$ cat src/rtl/freq_meter.sv
// freq_meter: counts rising edges of sig_in over a gate window of clk cycles and
// reports the last edge-to-edge period. Define FREQ_METER_SYNC_EN to add a 2-flop input synchroniser.
module freq_meter #(
    parameter int GATE_W = 16,
    parameter int CNT_W  = 16,
    parameter int PER_W  = 32
) (
    input  logic              clk,
    input  logic              rst_n,
    input  logic              start,
    input  logic [GATE_W-1:0] gate_len,
    input  logic              sig_in,
    output logic              busy,
    output logic              valid,
    output logic [CNT_W-1:0]  edge_cnt,
    output logic [PER_W-1:0]  period,
    output logic              cnt_ovf,
    output logic              per_ovf
);

    typedef enum logic [1:0] {IDLE, MEASURE, DONE} state_t;

    state_t            state_q, state_d;
    logic [GATE_W-1:0] gate_q, gate_d;
    logic [CNT_W-1:0]  acc_q, acc_d;
    logic [PER_W-1:0]  per_run_q, per_run_d;
    logic [PER_W-1:0]  per_last_q, per_last_d;
    logic              seen_q, seen_d;
    logic              cnt_ovf_acc_q, cnt_ovf_acc_d;
    logic              per_ovf_acc_q, per_ovf_acc_d;
    logic [CNT_W-1:0]  edge_cnt_q, edge_cnt_d;
    logic [PER_W-1:0]  period_q, period_d;
    logic              cnt_ovf_q, cnt_ovf_d;
    logic              per_ovf_q, per_ovf_d;
    logic              sig_s, sig_d_q, rise;

`ifdef FREQ_METER_SYNC_EN
    logic sync1_q, sync2_q;

    always_ff @(posedge clk or negedge rst_n) begin
        if (!rst_n) begin
            sync1_q <= 1'b0;
            sync2_q <= 1'b0;
        end else begin
            sync1_q <= sig_in;
            sync2_q <= sync1_q;
        end
    end

    assign sig_s = sync2_q;
`else
    assign sig_s = sig_in;
`endif

    assign rise = sig_s & ~sig_d_q;

    always_comb begin
        state_d       = state_q;
        gate_d        = gate_q;
        acc_d         = acc_q;
        per_run_d     = per_run_q;
        per_last_d    = per_last_q;
        seen_d        = seen_q;
        cnt_ovf_acc_d = cnt_ovf_acc_q;
        per_ovf_acc_d = per_ovf_acc_q;
        edge_cnt_d    = edge_cnt_q;
        period_d      = period_q;
        cnt_ovf_d     = cnt_ovf_q;
        per_ovf_d     = per_ovf_q;

        case (state_q)
            IDLE: begin
                if (start) begin
                    gate_d        = gate_len;
                    acc_d         = '0;
                    per_run_d     = '0;
                    per_last_d    = '0;
                    seen_d        = 1'b0;
                    cnt_ovf_acc_d = 1'b0;
                    per_ovf_acc_d = 1'b0;
                    state_d       = (gate_len != '0) ? MEASURE : DONE;
                end
            end
            MEASURE: begin
                gate_d = gate_q - 1'b1;
                if (gate_q == GATE_W'(1)) begin
                    state_d = DONE;
                end
                if (rise) begin
                    if (&acc_q) begin
                        cnt_ovf_acc_d = 1'b1;
                    end else begin
                        acc_d = acc_q + 1'b1;
                    end
                    if (seen_q) begin
                        per_last_d = per_run_q;
                    end
                    per_run_d = PER_W'(1);
                    seen_d    = 1'b1;
                end else if (seen_q) begin
                    if (&per_run_q) begin
                        per_ovf_acc_d = 1'b1;
                    end else begin
                        per_run_d = per_run_q + 1'b1;
                    end
                end
            end
            DONE:    state_d = IDLE;
            default: state_d = IDLE;
        endcase

        // Results load from next-state accumulators so a rise in the last MEASURE cycle is included.
        if (state_d == DONE) begin
            edge_cnt_d = acc_d;
            period_d   = per_last_d;
            cnt_ovf_d  = cnt_ovf_acc_d;
            per_ovf_d  = per_ovf_acc_d;
        end
    end

    always_ff @(posedge clk or negedge rst_n) begin
        if (!rst_n) begin
            state_q       <= IDLE;
            gate_q        <= '0;
            acc_q         <= '0;
            per_run_q     <= '0;
            per_last_q    <= '0;
            seen_q        <= 1'b0;
            cnt_ovf_acc_q <= 1'b0;
            per_ovf_acc_q <= 1'b0;
            edge_cnt_q    <= '0;
            period_q      <= '0;
            cnt_ovf_q     <= 1'b0;
            per_ovf_q     <= 1'b0;
            sig_d_q       <= 1'b0;
        end else begin
            state_q       <= state_d;
            gate_q        <= gate_d;
            acc_q         <= acc_d;
            per_run_q     <= per_run_d;
            per_last_q    <= per_last_d;
            seen_q        <= seen_d;
            cnt_ovf_acc_q <= cnt_ovf_acc_d;
            per_ovf_acc_q <= per_ovf_acc_d;
            edge_cnt_q    <= edge_cnt_d;
            period_q      <= period_d;
            cnt_ovf_q     <= cnt_ovf_d;
            per_ovf_q     <= per_ovf_d;
            sig_d_q       <= sig_s;
        end
    end

    assign busy     = (state_q == MEASURE);
    assign valid    = (state_q == DONE);
    assign edge_cnt = edge_cnt_q;
    assign period   = period_q;
    assign cnt_ovf  = cnt_ovf_q;
    assign per_ovf  = per_ovf_q;

endmodule

$ cat config.mk
export PLATFORM = sky130hd
export DESIGN_NAME = freq_meter
export DESIGN_NICKNAME = d
export VERILOG_FILES = /design/src/rtl/freq_meter.sv
export SDC_FILE = /design/constraint.sdc
export NUM_CORES = 1
export LEC_CHECK = 0
export CAP_MARGIN = 10
export CORE_UTILIZATION = 31
export CTS_CLUSTER_SIZE = 25
export DETAILED_ROUTE_END_ITERATION = 7
export HOLD_SLACK_MARGIN = 0.12
export SYNTH_ARGS = -nofsm -noshare
export SYNTH_HDL_FRONTEND = slang
export SYNTH_SLANG_ARGS = --single-unit
$ cat constraint.sdc
create_clock -name clk -period 6.6 [get_ports clk]
set_input_delay 0.66 -clock clk [delete_from_list [all_inputs] [get_ports clk]]
set_output_delay 0.66 -clock clk [all_outputs]
set_load 0.1 [all_outputs]
==> summary.md <==
| Metric | Value |
|---|---|
| Core area | `0.0220 mm2` |
| DR vias/cell | `5.18` |
| CTS tree | `built` |
| Internal reg-to-reg setup slack | `3390 ps` |
| RSZ-0062 raised after global routing | `false` |
| Critical-path top delay cell | `clkdlybuf4s50_1` |
| Largest area contributor in the netlist | `dfrtp_1` |
| Routed Antenna Nets | `0` |
| Cell Chain, Critical Path | `nand2b_1, inv_1, clkdlybuf4s50_1` |
| RR Endpoint | `period[24]$_DFFE_PN0N_` |
| Clock buffer depth | `2` |
| Final hold vios | `0` |
| Die area | `0.0233 mm2` |
| Sink Count | `152` |
| CP Class | `reg2out` |
| Max-cap check violation count | `0` |
| Reg2reg path depth | `4` |
| First-pass GRT wire length | `28.4 mm` |
| Clk Latency, worst-skew pair | `420 ps` |
| Sw Ratio | `30.8%` |
| Final setup vio count | `0` |
| Dpl hpwl | `11.3 mm` |
| Comb pwr share | `14.5%` |
| Post-synthesis sequential area ratio | `54.1%` |
| 1st-pass router iterations | `8` |
| Number of H-tree levels | `4` |
| Vias | `5492` |
| CP Capture Type | `output port` |
| Distinct cell type count after synthesis | `58` |
| Flop pwr share | `46.0%` |
| Max VDD drop | `173 uV` |
| Gr ovfl total | `0` |
| Yosys warning total | `0` |
| Internal power | `1680 uW` |
| Initial DRC Count | `403` |
| # hold bufs at CTS | `0` |
| Die width | `153 um` |
| Post-synth top flop | `dfrtp_1` |
| Post-Syn Nets | `733` |
| Placer Congestion | `0.841` |
| Drt total wl | `17.2 mm` |
| Worst slew pin tran | `1060 ps` |
| Most instantiated library cell after synthesis | `dfrtp_1` |
| Ports | `72` |
| Leakage | `0.00356 uW` |
| Post-CTS setup buffer count | `0` |
| Mean routed wirelength per cell | `16.2 um` |
| Ant. Diodes | `0` |
| R2R Path Start | `state_q[0]$_DFF_PN0_` |
| IO buf count | `71` |
| Area Overhead vs Synth | `21.7%` |
| CTS resizes | `0` |
| Max stage delay on crit path | `1230 ps` |
| Pwr dens | `284 mW/mm2` |
| TritonCTS buffer count | `17` |
| DP Cell Count | `1029` |
| Synthesized area | `0.00703 mm2` |
| # rows | `54` |
| Final Critical Period | `4090 ps` |
| Fmax | `244 MHz` |
| Setup TNS | `0 ps` |
| Synth async-reset ratio | `100%` |
| Top cells by area, synth | `dfrtp_1 54%, mux2_2 7.1%, nand2_1 6.2%` |
| Clock skew | `10.0 ps` |
| Largest net degree at the start of global routing | `89` |
| Data arrival, critical path | `3430 ps` |
| Gate Count Post-Synth | `709` |
| Crit path max-delay family | `buffers and inverters` |
| Vias in the first global route | `5313` |
| Nets | `792` |
| Clk network pwr share | `39.5%` |
| Yosys top cell area share | `54.1%` |
| Fin crit share | `62.0%` |
| Mean post-synth cell area | `9.91 um2` |
| P_sw | `748 uW` |
| Gr usage total | `15.4%` |
| CP startpoint kind | `register` |
| Post-route DRC | `6` |
| Starting density of the core | `31.9%` |
| Headroom to the max-slew limit | `28.2%` |
| Final non-filler cell total | `1060` |
| Post-synth EDFFs | `0` |
| Clock transition at the registers of the reported paths | `70 ps` |
| HP Class | `in2async` |
| Final slew viol count | `0` |
| DIE HEIGHT | `153 um` |
| Post-synth top cells | `152 x dfrtp_1, 116 x nand2_1, 61 x o21ai_0` |
| Max Fanout on Critical Path | `22` |
| Req. time, crit path | `5940 ps` |
| Status | `complete, but fails checks` |
| Buf+Inv Stages, Crit Path | `2` |
| Register bit total from synthesis | `152` |
| Share of layout cells above drive strength 1 | `11.7%` |
| Failing checks | `design-rule violations` |
| Initial antenna violation count | `0` |
| Clock Root Buffer | `clkbuf_16` |
## per-layer routing
metal | vias to the layer above | global-route usage (%) | part of all wire [%]
met5 | - | 0 | 0
met4 | 0 | 4.43 | 0.90
met3 | 13 | 3.47 | 5.3
met2 | 151 | 23.1 | 45
met1 | 2657 | 22.1 | 49
li1 | 2671 | - | -
## worst max path at each step
stage / start / end / depth (start not counted)
after global routing: state_q[0]$_DFF_PN0_ / busy / 3
after global placement: sig_in / period[3]$_DFFE_PN0N_ / 5
after CTS: state_q[0]$_DFF_PN0_ / busy / 3
final: state_q[0]$_DFF_PN0_ / busy / 3
after detailed placement: sig_in / period[24]$_DFFE_PN0N_ / 5
after floorplan: state_q[1]$_DFF_PN0_ / valid / 2
## logic make-up (layout without fill, tap and decap cells)
kind of cell             Yosys count  in the layout  synth area share [%]
multiplexers                      47             47                  7.50
AND/OR/NAND/NOR                  294            294                  19.8
flip-flops                       152            152                  54.1
XOR/XNOR                          16             16                  1.99
adder cells (fa/ha/maj)            4              4                 0.712
AO/OA/AOI/OAI                    146            146                  12.8
buffers and inverters             50            121                  3.15
## per-stage QoR
step / total power [uW] / worst slack (ps) / hold WS, ps / instance area (um2) / util (%)
4_1_cts: 2450 / 2500 / 334 / 8550 / 38.8
5_1_grt: 2550 / 2320 / 362 / 8550 / 38.8
3_3_place_gp: 1480 / 2880 / 481 / 7980 / 36.2
2_1_floorplan: 1360 / 3970 / 364 / 7030 / -
6_report: 2430 / 2510 / 294 / 8550 / 38.8
3_5_place_dp: 1480 / 2700 / 483 / 7980 / 36.2
## power groups by stage
stage | clock network, uW | registers [uW] | logic, uW
floorplan | 0 | 1120 | 240
global placement | 0 | 1130 | 348
detailed placement | 0 | 1130 | 353
CTS | 979 | 1110 | 356
global route | 1020 | 1130 | 398
finish | 958 | 1120 | 353
## sequential cells by signal (all words and copies together) (netlist names)
register,flops
per_ovf_acc_q,1
acc_q,16
period,32
seen_q,1
state_q,2
edge_cnt,16
gate_q,16
per_ovf,1
sig_d_q,1
per_run_q,32
cnt_ovf_acc_q,1
per_last_q,32
cnt_ovf,1
## cells in the final DEF (no fill, tap or decap), types with 2 or more instances in the layout
cell and count:
nand2_1 116, and2_1 2, clkinv_4 2, or3_1 8, clkdlybuf4s50_1 70, a31oi_1 9
mux2_2 44, o21ai_0 61, inv_6 5, xor2_1 15, nor2_1 55, nand4_1 15
nand3_1 31, o22ai_1 7, clkbuf_16 17, a22oi_1 3, nor4_1 13, o211ai_1 7
nand2b_1 3, or4_1 5, nor2b_1 3, a21oi_1 24, inv_8 3, o31ai_1 4
inv_1 13, and3_1 5, nor3_1 19, a21o_1 3, dfrtp_1 152, buf_4 6
nand3b_1 7, ha_1 4, or2_2 3, o41ai_1 5, mux2i_1 2, o311ai_0 8
## area by class of cell
cell class              count  area, um2
repair buffers             77        757
multi-input cells         507       3020
clock buffers              19        443
clock inverters            12        133
fillers                  2212      13500
well taps                 280        350
inverters                  13       48.8
flip-flops and latches    152       3800
## worst register-to-register path, stage by stage (launching register included)
cell	delay [ps]
dfrtp_1	580
nor4bb_1	890
and2_2	970
o21ai_0	320
mux2_2	330
No activity file was read; power rests on OpenSTA's default activity.
